===== src/rtl/rv32i_pkg.sv =====
// RV32I encoder constants: operation enum, major opcodes, funct fields
// and per-format word builders.
package rv32i_pkg;

    typedef enum logic [4:0] {
        OP_ADD, OP_SUB, OP_SLL, OP_SLT, OP_SLTU,
        OP_XOR, OP_SRL, OP_SRA, OP_OR, OP_AND,
        OP_ADDI, OP_LW, OP_SW,
        OP_BEQ, OP_BNE, OP_BLT, OP_BGE, OP_BLTU, OP_BGEU,
        OP_JAL, OP_JALR, OP_LUI, OP_AUIPC
    } op_e;

    localparam logic [6:0] OPC_OP     = 7'b0110011;
    localparam logic [6:0] OPC_OP_IMM = 7'b0010011;
    localparam logic [6:0] OPC_LOAD   = 7'b0000011;
    localparam logic [6:0] OPC_STORE  = 7'b0100011;
    localparam logic [6:0] OPC_BRANCH = 7'b1100011;
    localparam logic [6:0] OPC_JAL    = 7'b1101111;
    localparam logic [6:0] OPC_JALR   = 7'b1100111;
    localparam logic [6:0] OPC_LUI    = 7'b0110111;
    localparam logic [6:0] OPC_AUIPC  = 7'b0010111;

    localparam logic [2:0] F3_ADD  = 3'b000;
    localparam logic [2:0] F3_SLL  = 3'b001;
    localparam logic [2:0] F3_SLT  = 3'b010;
    localparam logic [2:0] F3_SLTU = 3'b011;
    localparam logic [2:0] F3_XOR  = 3'b100;
    localparam logic [2:0] F3_SR   = 3'b101;
    localparam logic [2:0] F3_OR   = 3'b110;
    localparam logic [2:0] F3_AND  = 3'b111;
    localparam logic [2:0] F3_W    = 3'b010;
    localparam logic [2:0] F3_JALR = 3'b000;
    localparam logic [2:0] F3_BEQ  = 3'b000;
    localparam logic [2:0] F3_BNE  = 3'b001;
    localparam logic [2:0] F3_BLT  = 3'b100;
    localparam logic [2:0] F3_BGE  = 3'b101;
    localparam logic [2:0] F3_BLTU = 3'b110;
    localparam logic [2:0] F3_BGEU = 3'b111;

    localparam logic [6:0] F7_BASE = 7'b0000000;
    localparam logic [6:0] F7_ALT  = 7'b0100000;

    function automatic logic [31:0] enc_r(input logic [6:0] f7,
        input logic [4:0] rs2, input logic [4:0] rs1,
        input logic [2:0] f3, input logic [4:0] rd);
        return {f7, rs2, rs1, f3, rd, OPC_OP};
    endfunction

    function automatic logic [31:0] enc_i(input logic [31:0] imm,
        input logic [4:0] rs1, input logic [2:0] f3,
        input logic [4:0] rd, input logic [6:0] opc);
        return {imm[11:0], rs1, f3, rd, opc};
    endfunction

    function automatic logic [31:0] enc_s(input logic [31:0] imm,
        input logic [4:0] rs2, input logic [4:0] rs1);
        return {imm[11:5], rs2, rs1, F3_W, imm[4:0], OPC_STORE};
    endfunction

    function automatic logic [31:0] enc_b(input logic [31:0] imm,
        input logic [4:0] rs2, input logic [4:0] rs1,
        input logic [2:0] f3);
        return {imm[12], imm[10:5], rs2, rs1, f3,
                imm[4:1], imm[11], OPC_BRANCH};
    endfunction

    function automatic logic [31:0] enc_u(input logic [31:0] imm,
        input logic [4:0] rd, input logic [6:0] opc);
        return {imm[31:12], rd, opc};
    endfunction

    function automatic logic [31:0] enc_j(input logic [31:0] imm,
        input logic [4:0] rd);
        return {imm[20], imm[10:1], imm[11], imm[19:12], rd, OPC_JAL};
    endfunction

endpackage


===== src/rtl/rv_encode.sv =====
// Combinational RV32I encoder: operation + fields -> instruction word.
module rv_encode
    import rv32i_pkg::*;
(
    input  logic [4:0]  op_i,
    input  logic [4:0]  rd_i,
    input  logic [4:0]  rs1_i,
    input  logic [4:0]  rs2_i,
    input  logic [31:0] imm_i,
    output logic [31:0] word_o,
    output logic        illegal_o
);

    always_comb begin
        word_o    = '0;
        illegal_o = 1'b0;
        unique case (op_i)
            OP_ADD:   word_o = enc_r(F7_BASE, rs2_i, rs1_i, F3_ADD, rd_i);
            OP_SUB:   word_o = enc_r(F7_ALT, rs2_i, rs1_i, F3_ADD, rd_i);
            OP_SLL:   word_o = enc_r(F7_BASE, rs2_i, rs1_i, F3_SLL, rd_i);
            OP_SLT:   word_o = enc_r(F7_BASE, rs2_i, rs1_i, F3_SLT, rd_i);
            OP_SLTU:  word_o = enc_r(F7_BASE, rs2_i, rs1_i, F3_SLTU, rd_i);
            OP_XOR:   word_o = enc_r(F7_BASE, rs2_i, rs1_i, F3_XOR, rd_i);
            OP_SRL:   word_o = enc_r(F7_BASE, rs2_i, rs1_i, F3_SR, rd_i);
            OP_SRA:   word_o = enc_r(F7_ALT, rs2_i, rs1_i, F3_SR, rd_i);
            OP_OR:    word_o = enc_r(F7_BASE, rs2_i, rs1_i, F3_OR, rd_i);
            OP_AND:   word_o = enc_r(F7_BASE, rs2_i, rs1_i, F3_AND, rd_i);
            OP_ADDI:  word_o = enc_i(imm_i, rs1_i, F3_ADD, rd_i, OPC_OP_IMM);
            OP_LW:    word_o = enc_i(imm_i, rs1_i, F3_W, rd_i, OPC_LOAD);
            OP_SW:    word_o = enc_s(imm_i, rs2_i, rs1_i);
            OP_JALR:  word_o = enc_i(imm_i, rs1_i, F3_JALR, rd_i, OPC_JALR);
            OP_LUI:   word_o = enc_u(imm_i, rd_i, OPC_LUI);
            OP_AUIPC: word_o = enc_u(imm_i, rd_i, OPC_AUIPC);
            // Branch and jump targets must be halfword aligned
            OP_BEQ: begin
                word_o    = enc_b(imm_i, rs2_i, rs1_i, F3_BEQ);
                illegal_o = imm_i[0];
            end
            OP_BNE: begin
                word_o    = enc_b(imm_i, rs2_i, rs1_i, F3_BNE);
                illegal_o = imm_i[0];
            end
            OP_BLT: begin
                word_o    = enc_b(imm_i, rs2_i, rs1_i, F3_BLT);
                illegal_o = imm_i[0];
            end
            OP_BGE: begin
                word_o    = enc_b(imm_i, rs2_i, rs1_i, F3_BGE);
                illegal_o = imm_i[0];
            end
            OP_BLTU: begin
                word_o    = enc_b(imm_i, rs2_i, rs1_i, F3_BLTU);
                illegal_o = imm_i[0];
            end
            OP_BGEU: begin
                word_o    = enc_b(imm_i, rs2_i, rs1_i, F3_BGEU);
                illegal_o = imm_i[0];
            end
            OP_JAL: begin
                word_o    = enc_j(imm_i, rd_i);
                illegal_o = imm_i[0];
            end
            default:  illegal_o = 1'b1;
        endcase
    end

endmodule


===== src/rtl/inst_encoder.sv =====
// Instruction encoder front end: encodes requests into a 2-deep FIFO
// and streams the words into instruction memory at a running address.
module inst_encoder
    import rv32i_pkg::*;
(
    input  logic        clk,
    input  logic        rst_n,
    input  logic        in_valid,
    output logic        in_ready,
    input  logic [4:0]  in_op,
    input  logic [4:0]  in_rd,
    input  logic [4:0]  in_rs1,
    input  logic [4:0]  in_rs2,
    input  logic [31:0] in_imm,
    input  logic        base_load,
    input  logic [31:0] base_addr,
    output logic        imem_we,
    output logic [31:0] imem_addr,
    output logic [31:0] imem_wdata,
    input  logic        imem_ready,
    output logic        err_illegal,
    input  logic        err_clr,
    output logic [15:0] wr_count
);

    logic [31:0] mem_q [2];
    logic        wptr_q, rptr_q;
    logic [1:0]  cnt_q, cnt_d;
    logic [31:0] addr_q, addr_d;
    logic [15:0] wrc_q, wrc_d;
    logic        err_q, err_d;

    logic [31:0] enc_word;
    logic        enc_illegal;
    logic        full, empty, accept, push, pop;

    rv_encode u_enc (
        .op_i      (in_op),
        .rd_i      (in_rd),
        .rs1_i     (in_rs1),
        .rs2_i     (in_rs2),
        .imm_i     (in_imm),
        .word_o    (enc_word),
        .illegal_o (enc_illegal)
    );

    assign full   = (cnt_q == 2'd2);
    assign empty  = (cnt_q == 2'd0);
    assign accept = in_valid && !full;
    assign push   = accept && !enc_illegal;
    assign pop    = !empty && imem_ready;

    assign in_ready    = !full;
    assign imem_we     = !empty;
    assign imem_wdata  = empty ? '0 : mem_q[rptr_q];
    assign imem_addr   = addr_q;
    assign err_illegal = err_q;
    assign wr_count    = wrc_q;

    always_comb begin
        cnt_d  = cnt_q + {1'b0, push} - {1'b0, pop};
        wrc_d  = wrc_q + {15'd0, pop};
        addr_d = addr_q;
        err_d  = err_q;
        if (pop)
            addr_d = addr_q + 32'd4;
        else if (base_load && empty && !push)
            addr_d = base_addr;
        if (accept && enc_illegal)
            err_d = 1'b1;
        else if (err_clr)
            err_d = 1'b0;
    end

    always_ff @(posedge clk or negedge rst_n) begin
        if (!rst_n) begin
            mem_q[0] <= '0;
            mem_q[1] <= '0;
            wptr_q   <= 1'b0;
            rptr_q   <= 1'b0;
            cnt_q    <= '0;
            addr_q   <= '0;
            wrc_q    <= '0;
            err_q    <= 1'b0;
        end else begin
            if (push) begin
                mem_q[wptr_q] <= enc_word;
                wptr_q        <= ~wptr_q;
            end
            if (pop)
                rptr_q <= ~rptr_q;
            cnt_q  <= cnt_d;
            addr_q <= addr_d;
            wrc_q  <= wrc_d;
            err_q  <= err_d;
        end
    end

endmodule


===== config.mk =====
export PLATFORM = sky130hd
export DESIGN_NAME = inst_encoder
export DESIGN_NICKNAME = d
export VERILOG_FILES = /design/src/rtl/rv32i_pkg.sv /design/src/rtl/rv_encode.sv /design/src/rtl/inst_encoder.sv
export SDC_FILE = /design/constraint.sdc
export NUM_CORES = 1
export LEC_CHECK = 0
export CORE_MARGIN = 5
export CORE_UTILIZATION = 49
export DETAILED_ROUTE_END_ITERATION = 12
export PLACE_DENSITY_LB_ADDON = 0.25
export SLEW_MARGIN = 20
export SYNTH_ARGS = -nofsm -noshare
export SYNTH_HDL_FRONTEND = slang
export SYNTH_SLANG_ARGS = --single-unit

===== constraint.sdc =====
create_clock -name clk -period 2.6 [get_ports clk]
set_input_delay 0.52 -clock clk [delete_from_list [all_inputs] [get_ports clk]]
set_output_delay 0.52 -clock clk [all_outputs]
set_load 0.02 [all_outputs]

# Word level (Yosys, flattened, before mapping)
# Cells that the tools add are included.
# totals
wordCells	72
reg_bits	117
# classes
reduce_logical	17
n_lt_le_gt_ge	3
eq_ne	23
add_sub_neg	4
mux	13
bitwise_logic	4
# ops
cell	n
one-hot mux 32 bit (23 select lines)	1
2-to-1 mux 32 bit	7
bitwise mux 64 bit	1
== test 5 x 4 -> 1 bit, second input constant	8
== test 5 bit, second input constant	7
adder 32 x 3 -> 32 bit, second input constant	1
demux 32 bit (select 1 bit)	1
== test 5 x 3 -> 1 bit, second input constant	4
adder 16 x 1 -> 16 bit	1
OR reduction 16 bit	1
== test 5 x 2 -> 1 bit, second input constant	2
logical AND 1 bit	7
OR reduction 7 bit	1
== test 5 x 1 -> 1 bit, second input constant	1
zero test 5 bit	1
>= comparator 2 bit, second input constant	2
zero test 1 bit	4
NOT 1 -> 2 bit	2
nonzero test 2 bit	2
adder 2 x 1 -> 2 bit	1
== test 2 bit, second input constant	1
zero test 2 bit	1
< comparator 2 x 1 -> 1 bit, second input constant	1
2-to-1 mux 1 bit	2
other kinds (3)	4

# Depth between registers and ports, before layout
# Gate-level depths: netlist of the first run.
# logic_depth
ltp_word	9
depth_mapped	9

# Cells and area by module
# From an unflattened synthesis of the first run, not the netlist that was laid out.
# hier_totals
cells_unflattened	650
area_unflattened_um2	6700.2
# by_module_without_submodules
module	cells_each	area_each_um2	instances
inst_encoder	505	5686.7	1
rv_encode	145	1013.5	1

# Worst setup path after synthesis of the first run
# No wires, ideal clock.
# synth_timing
kind	input to register
start	input imem_ready
end	register wrc_q[14] (netlist: wr_count[14])
setup_ps	129
slack_ps	432
stages	9
arrival_time_ps	2039
cell_sequence	o21ai_2 > clkinv_1 > clkbuf_1 > ha_1 > ha_1 > nand2_1 > nor3_1 > nand3_1 > xnor2_1
# synth_between
elab_chain_cells	2
# synth_lines
element	line	rtl
from (decl)	inst_encoder.sv:20	input logic imem_ready,
logical AND 1 bit	inst_encoder.sv:51	assign pop = !empty && imem_ready;
net pop	inst_encoder.sv:35	logic full, empty, accept, push, pop;
adder 16 x 1 -> 16 bit	inst_encoder.sv:62	wrc_d = wrc_q + {15'd0, pop};
net wrc_d[14]	inst_encoder.sv:30	logic [15:0] wrc_q, wrc_d;
to (signal assigned)	inst_encoder.sv:94	wrc_q <= wrc_d;
to (decl)	inst_encoder.sv:30	
# The timed path passes the listed nets, and every way through them passes these cells.
# A chain may end at the register's enable or synchronous reset.

# Worst setup path after layout of the first run
# layout_timing
start	register rptr_q
end	output imem_wdata[4]
# layout_between
elab_chain_cells	5
# layout_lines
element	line	rtl
from (decl)	inst_encoder.sv:27	logic wptr_q, rptr_q;
from (signal assigned)	inst_encoder.sv:91	rptr_q <= ~rptr_q;
NOT 1 -> 2 bit (not written as such)	inst_encoder.sv:55	assign imem_wdata = empty ? '0 : mem_q[rptr_q];
2-to-1 mux 32 bit (not written as such) (3 in a row)	inst_encoder.sv:55	
2-to-1 mux 32 bit	inst_encoder.sv:55	
to (decl)	inst_encoder.sv:19	output logic [31:0] imem_wdata,
# Every way passes these cells. The select of a mux whose other input is x is not followed.

==> results of run 1 <==
Yosys cell counts, drive strengths merged (2+ instances only):
master  instances  area [um2]
nand3          28         145
dfrtp         115        2880
o22ai           9        56.3
a22oi          12        90.1
mux2i          32         320
nor2           83         312
o21ai          44         228
a32oi           5        43.8
buf            28         160
a211oi          4        30.0
nand4          16         115
a222oi          5        50.1
o221ai          2        17.5
a31oi           4        40.0
nor3           14        75.1
xor2           10        87.6
nand2b         11        68.8
o211ai          3        22.5
a221oi          3        26.3
and2            4        25.0
xnor2          16         140
a32o            2        20.0
a21oi          38         194
or2             3        18.8
o32ai           2        17.5
o21a            2        15.0
nand2          78         293
inv             7        26.3
nor4            4        61.3
a221o           5        50.1
clkbuf         11        41.3
nor2b           6        40.0
and3            7        43.8
a41o            2        20.0
mux2           20         225
a21boi          3        22.5
nor3b           3        27.5
a311oi          4        41.3
ha              5        62.6
metal layers:
metal | vias to the layer above | global-route usage, % | part of all wire (%) | wire length [um]
li1 | 2786 | - | - | -
met1 | 2859 | 33.2 | 42 | 7860
met2 | 256 | 39.2 | 49 | 9100
met3 | 37 | 6.18 | 7.2 | 1350
met4 | 0 | 9.48 | 1.9 | 348
met5 | - | 0 | 0 | 0
power breakdown:
part | internal (mW) | switching [mW]
registers | 2.53 | 0.679
logic | 2.31 | 2.53
clock network | 1.50 | 0.823
state kept, by name, summed over array words and instances, names as in the netlist:
name,count
mem_q,62
imem_addr,32
wr_count,16
cnt_q,2
err_illegal,1
rptr_q,1
wptr_q,1
how the worst min path moves through the flow:
| stage | cells after the start | to | start | slack (ns) |
|---|---|---|---|---|
| 3_3_place_gp | 1 | mem_q[1]$_DFFE_PN0P_ | mem_q[1]$_DFFE_PN0P_ | 0.45 |
| 5_1_grt | 1 | wr_count[15]$_DFF_PN0_ | rst_n | 0.11 |
| 3_5_place_dp | 1 | mem_q[33]$_DFFE_PN0P_ | mem_q[33]$_DFFE_PN0P_ | 0.46 |
| 6_report | 1 | mem_q[17]$_DFFE_PN0P_ | rst_n | 0.08 |
| 2_1_floorplan | 0 | cnt_q[0]$_DFF_PN0_ | rst_n | 0.22 |
| 4_1_cts | 1 | mem_q[17]$_DFFE_PN0P_ | rst_n | 0.09 |
worst reg2reg max path, delay by kind of cell (launching register included):
kind / cells / cell delay (ns)
flops: 1 / 0.47
simple gates: 5 / 1.50
per-stage QoR:
step	setup slack (ns)	hold slack (ns)	power [mW]	cells
final	0.0791	0.0759	10.4	1040
after global routing	0.00582	0.112	10.9	1040
after CTS	0.0350	0.0862	10.4	1040
after detailed placement	0.0190	0.457	8.07	1008
after global placement	0.0761	0.450	7.92	1008
after floorplan	0.432	0.224	5.81	663
layout make-up:
type | count | share of cell area, %
multi-input combinational | 501 | 35.1
inverter | 8 | 0.333
tap | 172 | 2.39
sequential | 115 | 32.0
clock buffer | 18 | 4.77
clock inverter | 14 | 1.79
timing repair buffer | 212 | 23.6
cells by family after synthesis:
kind of cell,after synthesis
compound gates,158
flops,115
mux,52
simple gates,260
xor+xnor,26
fa+ha+maj,5
buf+inv,47
timing repair:
action | CTS | global route
gates resized for setup | 0 | 4
hold buffers | 0 | 0
endpoints found under the setup margin | 0 | 4
==> impl_results.md, run 1 <==
* Status: complete, no violations
* Clock tree from TritonCTS: yes
* Cell count of the worst reg-to-reg path at 5
* Largest fanout of any net on the critical path at 30
* Capture point of the worst path: imem_wdata[4]
* Class of the tightest hold or removal check: input pin to async pin
* Router iterations before antenna repair at 6
* Layout cells sized above 1 at roughly an eighth
* Post-Syn Nets at 758
* Sum of routed wire length over all layers at roughly 19000 um
* Power density cells at about 1200 mW/mm2
* Starting density of the core at roughly half
* Dominant combinational cell family by area after synthesis: simple AND/OR/NAND/NOR gates
* Sequential cell area at 0.00288 mm2
* Count of unresolved DRC violations after routing at 0
* Distinct cells, synth at 69
* Rel. slew slack at around 60%
* Synthesized area per cell at roughly 9.4 um2
* CTS Root Cell: sky130_fd_sc_hd__clkbuf_16
* Hold Fails Final Rpt at 0
* Post-CTS clock slew at the launch and capture registers of the worst setup and hold paths at approximately 0.05 ns
* Critical path data required time at 2.08 ns
* Vias at approximately 6000
* Cells after Synth at around 660
* Syn-to-layout area delta at 43.7%
* Simple-gate share of the synthesized area at between 10% and 20%
* Static Leak at 3.83 nW
* Setup repair after global routing missed its margin: false
* Most common cell after layout, fill and taps aside: sky130_fd_sc_hd__clkdlybuf4s50_1
* Area post-placement at 0.00840 mm2
* Post-synthesis sequential area ratio at 45.9%
* Total negative slack at 0 ns
* DPL Wire Length at 13800 um
* Cell breakdown of the critical path: buf_12, mux2i_1, nor2_1, clkdlybuf4s50_1
* Kind of cell adding the most delay to the critical path: buffers and inverters
* Worst clock skew on the final layout at roughly 0.0057 ns
* Boundary pin count at between 150 and 200
* Antenna violations before repair at 0
* Startpoint of the worst register-to-register path: imem_addr[2]$_DFFE_PN0P_
* Number of clock sinks at between 100 and 150
* Yosys warning total at 0
* Xor and xnor area share after synthesis at around 3.6%
* WL/cell at 17.9 um
* Worst-Skew Late Latency at between 0.4 and 0.5 ns
* Synthesis-stage register bit count at between 100 and 150
* Max-capacitance violation count at 0
* Predominant post-synthesis flop cell: sky130_fd_sc_hd__dfrtp_1
* Fmax at around 400 MHz
* Routability congestion estimate from global placement at 0.960
* Antenna Cells at 0
* Worst-margin pin slew at between 0.5 and 0.6 ns
* Origin of the worst setup path: rptr_q$_DFFE_PN0P_
* Total setup violations reported at the end of the flow at 0
* Minimum clock period after layout at approximately 2.5 ns
* Proportion of synthesized area in mux cells at 8.71%
* Area of the multi-input gates at roughly 0.0032 mm2
* Overall track demand over capacity in global routing at approximately a quarter
* Startpoint kind of the worst setup timing path: register
* H-tree levels at 4
* Worst path max stage delay at around 0.63 ns
* Filler Cells Inserted at 915
* Terminus of the critical flop-to-flop path: imem_addr[31]$_DFFE_PN0P_
* Crit path capture type: output pin
* Clock buffers created by TritonCTS at 17
* First-pass GRT wire length at 29400 um
* Crit path DAT at 2.00 ns
* Share of async-settable or async-resettable flops after synthesis at between 90% and 100%
* Die span in x at 123 um
* Area share of fa/ha/maj cells after synthesis at less than 1%
* Number of buffers inserted by port buffering at between 150 and 200
* Chip Height at approximately 120 um
* Die area at ~0.015 mm2
* Worst reg-to-reg setup slack at between 0.5 and 0.6 ns
* Post-CTS setup repair buffer count at 0
* Row cnt at 41
* Number of global-route vias before repair at ~5900
* Kind of critical path: register to output pin
* Floorplan core area at around 0.013 mm2
* Net total in the final layout at 950
* Final period util at slightly below 100%
* Final core occ at ~70%
* Maximum resistive drop on vdd at roughly 0.00086 V
* Remaining antenna violation count at 0
* Most frequent cells in the layout: sky130_fd_sc_hd__clkdlybuf4s50_1, sky130_fd_sc_hd__dfrtp_1, sky130_fd_sc_hd__nor2_1, sky130_fd_sc_hd__nand2_1, sky130_fd_sc_hd__a21oi_1
* Remaining Overflow, GRT at 0
* Worst Path Buf+Inv at 2
* Max Root-Sink Buffers at 2
* Cell area after layout at 0.00900 mm2
* Largest net degree at the start of global routing at 53
* Number of design-rule violations left by the first detailed-router iteration at about 440
* Number of enable-type register cells in the synthesized netlist at 0
* Final Max Tran Viols at 0
* Netlist Area Pre-Place at approximately 0.0063 mm2
* Fraction of the mapped netlist area in compound gates at between 10% and 20%
* Via/cell ratio at approximately 5.7
* CP max stage cell: sky130_fd_sc_hd__clkdlybuf4s50_1
* Cell depth of the worst setup path at 4
(Power assumes the default switching activity.)
==> inputs of run 2 (changes only) <==
CELL_PAD_IN_SITES_DETAIL_PLACEMENT = 1   (was unset)
CELL_PAD_IN_SITES_GLOBAL_PLACEMENT = 2   (was unset)
CORE_UTILIZATION = 29   (was 49)
==> impl_results.md, run 2 (same netlist as run 1, synthesis figures left out) <==
* Clock buffers created by TritonCTS at 17 (unchanged)
* H-tree levels at 4 (unchanged)
* Critical path data required time at 2.08 ns (about the same)
* Number of clock sinks at 115 (unchanged)
* Worst-margin pin slew at 0.711 ns (+0.137 ns)
* Number of placed instances, taps included at 1121 (+11%)
* Worst path max stage delay at 0.64 ns (about the same)
* Count of unresolved DRC violations after routing at 0 (unchanged)
* Chip Height at 157 um (+28%)
* Number of design-rule violations left by the first detailed-router iteration at 205 (-54%)
* Register ranked first by flip-flop count: mem_q
* Final Max Tran Viols at 0 (unchanged)
* Largest net degree at the start of global routing at 72 (+36%)
* Minimum clock period after layout at 2.53 ns (+0.0129 ns)
* Rel. slew slack at 52.1% (-9.4 points)
* Antenna violations before repair at 0 (unchanged)
* Worst-Skew Late Latency at 0.41 ns (about the same)
* Layout cells sized above 1 at 14.1% (+0.97 points)
* Cell breakdown of the critical path: buf_8, mux2i_1, nor2_1, clkdlybuf4s50_1
* Power after layout at 10.8 mW (+3.7%)
* Class of the tightest hold or removal check: input pin to async pin
* Row cnt at 53 (+29%)
* Overall track demand over capacity in global routing at 17.6% (-7.2 points)
* Remaining Overflow, GRT at 0 (unchanged)
* Kind of critical path: register to output pin
* CTS Root Cell: sky130_fd_sc_hd__clkbuf_16
* Max Root-Sink Buffers at 2 (unchanged)
* Clock tree from TritonCTS: yes
* Status: complete, no violations
* Largest fanout of any net on the critical path at 22 (-27%)
* Maximum resistive drop on vdd at 0.000518 V (-39%)
* Remaining antenna violation count at 0 (unchanged)
* First-pass GRT wire length at 34800 um (+18%)
* Starting density of the core at 29.6% (-20 points)
* Boundary pin count at 173 (unchanged)
* Crit path capture type: output pin
* Most frequent cells in the layout: sky130_fd_sc_hd__clkdlybuf4s50_1, sky130_fd_sc_hd__dfrtp_1, sky130_fd_sc_hd__nor2_1, sky130_fd_sc_hd__nand2_1, sky130_fd_sc_hd__buf_4
* Static Leak at 3.89 nW (+1.8%)
* Cell Count, Final, Fillers Out at 1154 (+11%)
* DPL Wire Length at 16200 um (+17%)
* Antenna Cells at 0 (unchanged)
* Vias at 5863 (-1.3%)
* Net total in the final layout at 961 (+1.2%)
* Worst clock skew on the final layout at 0.00869 ns (+0.00296 ns)
* Syn-to-layout area delta at 47.9%
* Sum of routed wire length over all layers at 21500 um (+15%)
* Most common cell after layout, fill and taps aside: sky130_fd_sc_hd__clkdlybuf4s50_1
* Setup repair after global routing missed its margin: false
* Die area at 0.0246 mm2 (+63%)
* Die span in x at 157 um (+28%)
* WL/cell at 18.6 um (+3.7%)
* Number of buffers inserted by port buffering at 172 (unchanged)
* Router iterations before antenna repair at 5 (-1)
* Total setup violations reported at the end of the flow at 0 (unchanged)
* Startpoint kind of the worst setup timing path: register
* Hold Fails Final Rpt at 0 (unchanged)
* Final period util at 97.5% (+0.49 points)
* CP max stage cell: sky130_fd_sc_hd__clkdlybuf4s50_1
* Routability congestion estimate from global placement at 0.883 (-8.0%)
* Post-CTS clock slew at the launch and capture registers of the worst setup and hold paths at 0.06 ns (about the same)
* Number of global-route vias before repair at 6466 (+9.7%)
* Floorplan core area at 0.0212 mm2 (+68%)
* Crit path DAT at 2.01 ns (about the same)
* Number of flip-flops in the largest register at 62 (unchanged)
* Power density cells at 1160 mW/mm2 (+0.79%)
* Via/cell ratio at 5.08 (-11%)
* Max-capacitance violation count at 0 (unchanged)
* Fmax at 395 MHz (-0.51%)
==> run 2: cell types whose count changed in the layout (fill, tap and decap cells not counted), moves of 2 or more <==
cell and change:
sky130_fd_sc_hd__clkinv_2 -5, sky130_fd_sc_hd__inv_6 -2, sky130_fd_sc_hd__clkbuf_8 +3, sky130_fd_sc_hd__buf_12 -3, sky130_fd_sc_hd__bufinv_16 +2, sky130_fd_sc_hd__clkinvlp_4 +2, sky130_fd_sc_hd__buf_4 +12
==> run 2: layer usage <==
layer	global-route usage [%]	share of wire [%]	wire, um	up-vias
li1	-	-	-	2802
met1	23.0	45	9560	2903
met2	29.9	50	10600	134
met3	3.30	4.4	943	24
met4	5.33	1.6	335	0
met5	0	0	0	-
==> run 2: area by class of cell <==
| type | count | area (um2) |
|---|---|---|
| well taps | 275 | 344 |
| multi-input cells | 501 | 3160 |
| clock buffers | 20 | 467 |
| repair buffers | 223 | 2180 |
| inverters | 8 | 30.0 |
| flip-flops and latches | 115 | 2880 |
| fillers | 2378 | 11900 |
| clock inverters | 12 | 203 |
==> run 2: final timing paths <==
kind	start	to	slack, ns	depth (start not counted)
min reg2reg	mem_q[33]$_DFFE_PN0P_	mem_q[33]$_DFFE_PN0P_	0.47	1
min in group clk	mem_q[33]$_DFFE_PN0P_	mem_q[33]$_DFFE_PN0P_	0.47	1
max reg2reg	cnt_q[1]$_DFF_PN0_	wr_count[14]$_DFF_PN0_	0.53	9
max	rptr_q$_DFFE_PN0P_	imem_wdata[30]	0.07	4
min	rst_n	mem_q[37]$_DFFE_PN0P_	0.47	2
max in group asynchronous	rst_n	mem_q[60]$_DFFE_PN0P_	1.40	3
==> run 2: timing repair <==
item,4_1_cts,5_1_grt
hold buffers,1,0
endpoints found under the hold margin,7,0
buffers inserted,0,0
gates resized for setup,2,4
pin swaps,0,0
setup endpoints to repair,10,4
==> run 2: critical path, delay by kind of cell (launching register included) <==
family | cells | cell delay [ns]
buffers and inverters | 2 | 0.83
DFF | 1 | 0.41
and+or+nand+nor | 1 | 0.19
muxes | 1 | 0.16
==> run 2: report_power, final <==
part	switching [mW]	internal, mW
Clock	0.891	1.78
Sequential	0.670	2.53
Combinational	2.60	2.28
==> run 2: per-stage QoR <==
| step | cell area (um2) | util, % | worst slack [ns] | hold slack [ns] | setup TNS, ns |
|---|---|---|---|---|---|
| 2_1_floorplan | 6260 | - | 0.432 | 0.224 | 0 |
| 3_3_place_gp | 8570 | 40.5 | 0.0263 | 0.356 | 0 |
| 3_5_place_dp | 8570 | 40.5 | -0.106 | 0.363 | -0.857 |
| 4_1_cts | 9250 | 43.7 | 0.000528 | 0.463 | 0 |
| 5_1_grt | 9260 | 43.8 | 0.00779 | 0.475 | 0 |
| 6_report | 9260 | 43.8 | 0.0662 | 0.473 | 0 |
==> inputs of run 3 (changes only) <==
CORE_MARGIN = unset   (was 5)
RECOVER_POWER = 50   (was unset)
SLEW_MARGIN = 0   (was 20)
==> impl_results.md, run 3 (same netlist as run 1, synthesis figures left out) <==
* H-tree levels at 4 (unchanged)
* CTS Root Cell: sky130_fd_sc_hd__clkbuf_16
* Static Leak at 3.86 nW (-0.78%)
* Number of clock sinks at 115 (unchanged)
* Starting density of the core at 29.7% (+0.093 points)
* Clock tree from TritonCTS: yes
* First-pass GRT wire length at 34000 um (-2.2%)
* Remaining Overflow, GRT at 0 (unchanged)
* Register ranked first by flip-flop count: mem_q
* Overall track demand over capacity in global routing at 20.0% (+2.3 points)
* Cell Count, Final, Fillers Out at 1151 (-0.26%)
* Antenna violations before repair at 1 (+1)
* Largest fanout of any net on the critical path at 32 (+45%)
* Worst-margin pin slew at 1.23 ns (+0.523 ns)
* Hold Fails Final Rpt at 0 (unchanged)
* Die area at 0.0222 mm2 (-9.9%)
* Worst reg-to-reg setup slack at 0.22 ns (-0.31 ns)
* Post_cts resized at 0 (-2)
* Sequential cell area at 0.00288 mm2 (unchanged)
* GRT met2 Usage at 32.5% (+2.6 points)
* Most frequent cells in the layout: sky130_fd_sc_hd__clkdlybuf4s50_1, sky130_fd_sc_hd__dfrtp_1, sky130_fd_sc_hd__nor2_1, sky130_fd_sc_hd__nand2_1
* Chip Height at 149 um (-5.1%)
* Syn-to-layout area delta at 46.1%
* Class of the tightest hold or removal check: input pin to async pin
* Routability congestion estimate from global placement at 0.818 (-7.3%)
* Maximum resistive drop on vdd at 0.000517 V (-0.25%)
* Number of flip-flops in the largest register at 62 (unchanged)
* Clock buffers created by TritonCTS at 17 (unchanged)
* Max-capacitance violation count at 0 (unchanged)
* Setup repair after global routing missed its margin: false
* Minimum clock period after layout at 2.53 ns (-0.000351 ns)
* Met1 Track Usage GR at 25.7% (+2.7 points)
* Critical path data required time at 2.08 ns (about the same)
* Area of the multi-input gates at 0.00316 mm2 (about the same)
* Sum of routed wire length over all layers at 21100 um (-1.8%)
* Peak-usage layer in the global routing report: met2
* WL/cell at 18.3 um (-1.5%)
* Status: complete, no violations
* Area post-placement at 0.00856 mm2 (about the same)
* Boundary pin count at 173 (unchanged)
* Final period util at 97.4% (about the same)
* DPL Wire Length at 15300 um (-5.4%)
* Rel. slew slack at 17.8% (-34 points)
* Final Max Tran Viols at 0 (unchanged)
* GR Util met3 at 3.91% (+0.61 points)
* Largest net degree at the start of global routing at 55 (-24%)
* Die span in x at 149 um (-5.1%)
* Fmax at 395 MHz (about the same)
* Worst-Skew Late Latency at 0.42 ns (about the same)
* Startpoint kind of the worst setup timing path: register
* Post-CTS setup repair buffer count at 0 (unchanged)
* Total negative slack at 0 ns (unchanged)
* Power density cells at 1140 mW/mm2 (-1.5%)
* Number of hold buffers added after cts at 0 (-1)
* Total setup violations reported at the end of the flow at 0 (unchanged)
* Crit path capture type: output pin
* Net total in the final layout at 957 (-0.42%)
* Remaining antenna violation count at 0 (unchanged)
* Most common cell after layout, fill and taps aside: sky130_fd_sc_hd__clkdlybuf4s50_1
* Cell area after layout at 0.00916 mm2 (-1.2%)
* Number of global-route vias before repair at 6322 (-2.2%)
* Worst clock skew on the final layout at 0.00795 ns (-0.000742 ns)
* Row cnt at 53 (unchanged)
* Crit path DAT at 2.01 ns (about the same)
* Floorplan core area at 0.0211 mm2 (-0.31%)
* Min Hold Slack at 0.346 ns (-0.127 ns)
* Number of buffers inserted by port buffering at 172 (unchanged)
* Vias at 5901 (+0.65%)
* Max Root-Sink Buffers at 2 (unchanged)
* Number of design-rule violations left by the first detailed-router iteration at 180 (-12%)
* Post-CTS clock slew at the launch and capture registers of the worst setup and hold paths at 0.06 ns (about the same)
* Kind of critical path: register to output pin
* Number of placed instances, taps included at 1118 (-0.27%)
* Filler Cells Inserted at 2400 (+0.93%)
* Layout cells sized above 1 at 13.4% (-0.74 points)
* Router iterations before antenna repair at 5 (unchanged)
* Via/cell ratio at 5.13 (+0.91%)
* Count of unresolved DRC violations after routing at 0 (unchanged)
[run 3: cell count changes in the layout (fill, tap and decap cells not counted), sizes merged, moves of 2 or more]
cell	previous run	this run
dlygate4sd3	1	21
clkdlybuf4s50	167	148
buf	51	40
clkbuf	20	26
clkinv	4	7
inv	7	10
bufinv	5	3
clkinvlp	4	2
[run 3: worst max-delay path, stage by stage, from the launching register on]
cell and delay (ns):
sky130_fd_sc_hd__dfrtp_2 0.37, sky130_fd_sc_hd__buf_12 0.27, sky130_fd_sc_hd__mux2i_1 0.31, sky130_fd_sc_hd__nor2_1 0.10
sky130_fd_sc_hd__clkdlybuf4s50_1 0.55
[run 3: area by class of cell]
type                    count  area share [%]
inverters                   8           0.328
well taps                 275            3.76
clock inverters            14            1.95
diodes                      1          0.0273
clock buffers              18            4.80
repair buffers            219            23.2
multi-input cells         501            34.5
flip-flops and latches    115            31.4
[run 3: path summary, 6_finish.rpt]
| kind | end | cells past startpoint | start |
|---|---|---|---|
| max | imem_wdata[4] | 4 | rptr_q$_DFFE_PN0P_ |
| min | wr_count[9]$_DFF_PN0_ | 1 | rst_n |
| max reg2reg | imem_addr[11]$_DFFE_PN0P_ | 7 | cnt_q[1]$_DFF_PN0_ |
| min reg2reg | mem_q[1]$_DFFE_PN0P_ | 1 | mem_q[1]$_DFFE_PN0P_ |
| max in group asynchronous | imem_addr[24]$_DFFE_PN0P_ | 2 | rst_n |
| min in group clk | mem_q[1]$_DFFE_PN0P_ | 1 | mem_q[1]$_DFFE_PN0P_ |
[run 3: through the flow]
step                      util (%)  setup slack, ns  total power [mW]
final                         43.4           0.0666              10.5
after global placement        40.6         -0.00479              7.99
after CTS                     43.5           0.0282              10.7
after floorplan                  -            0.432              5.81
after detailed placement      40.6           -0.111              8.14
after global routing          43.4           0.0220              11.1
[run 3: where the power goes]
part | internal (mW) | switching [mW]
logic | 2.24 | 2.57
clock network | 1.55 | 0.913
registers | 2.53 | 0.669
total | 6.31 | 4.15
[run 3: metal layers]
metal | routed length (um) | vias to the layer above
met5 | 0 | -
met4 | 438 | 0
met3 | 1050 | 27
met2 | 10000 | 152
met1 | 9550 | 2915
li1 | - | 2807
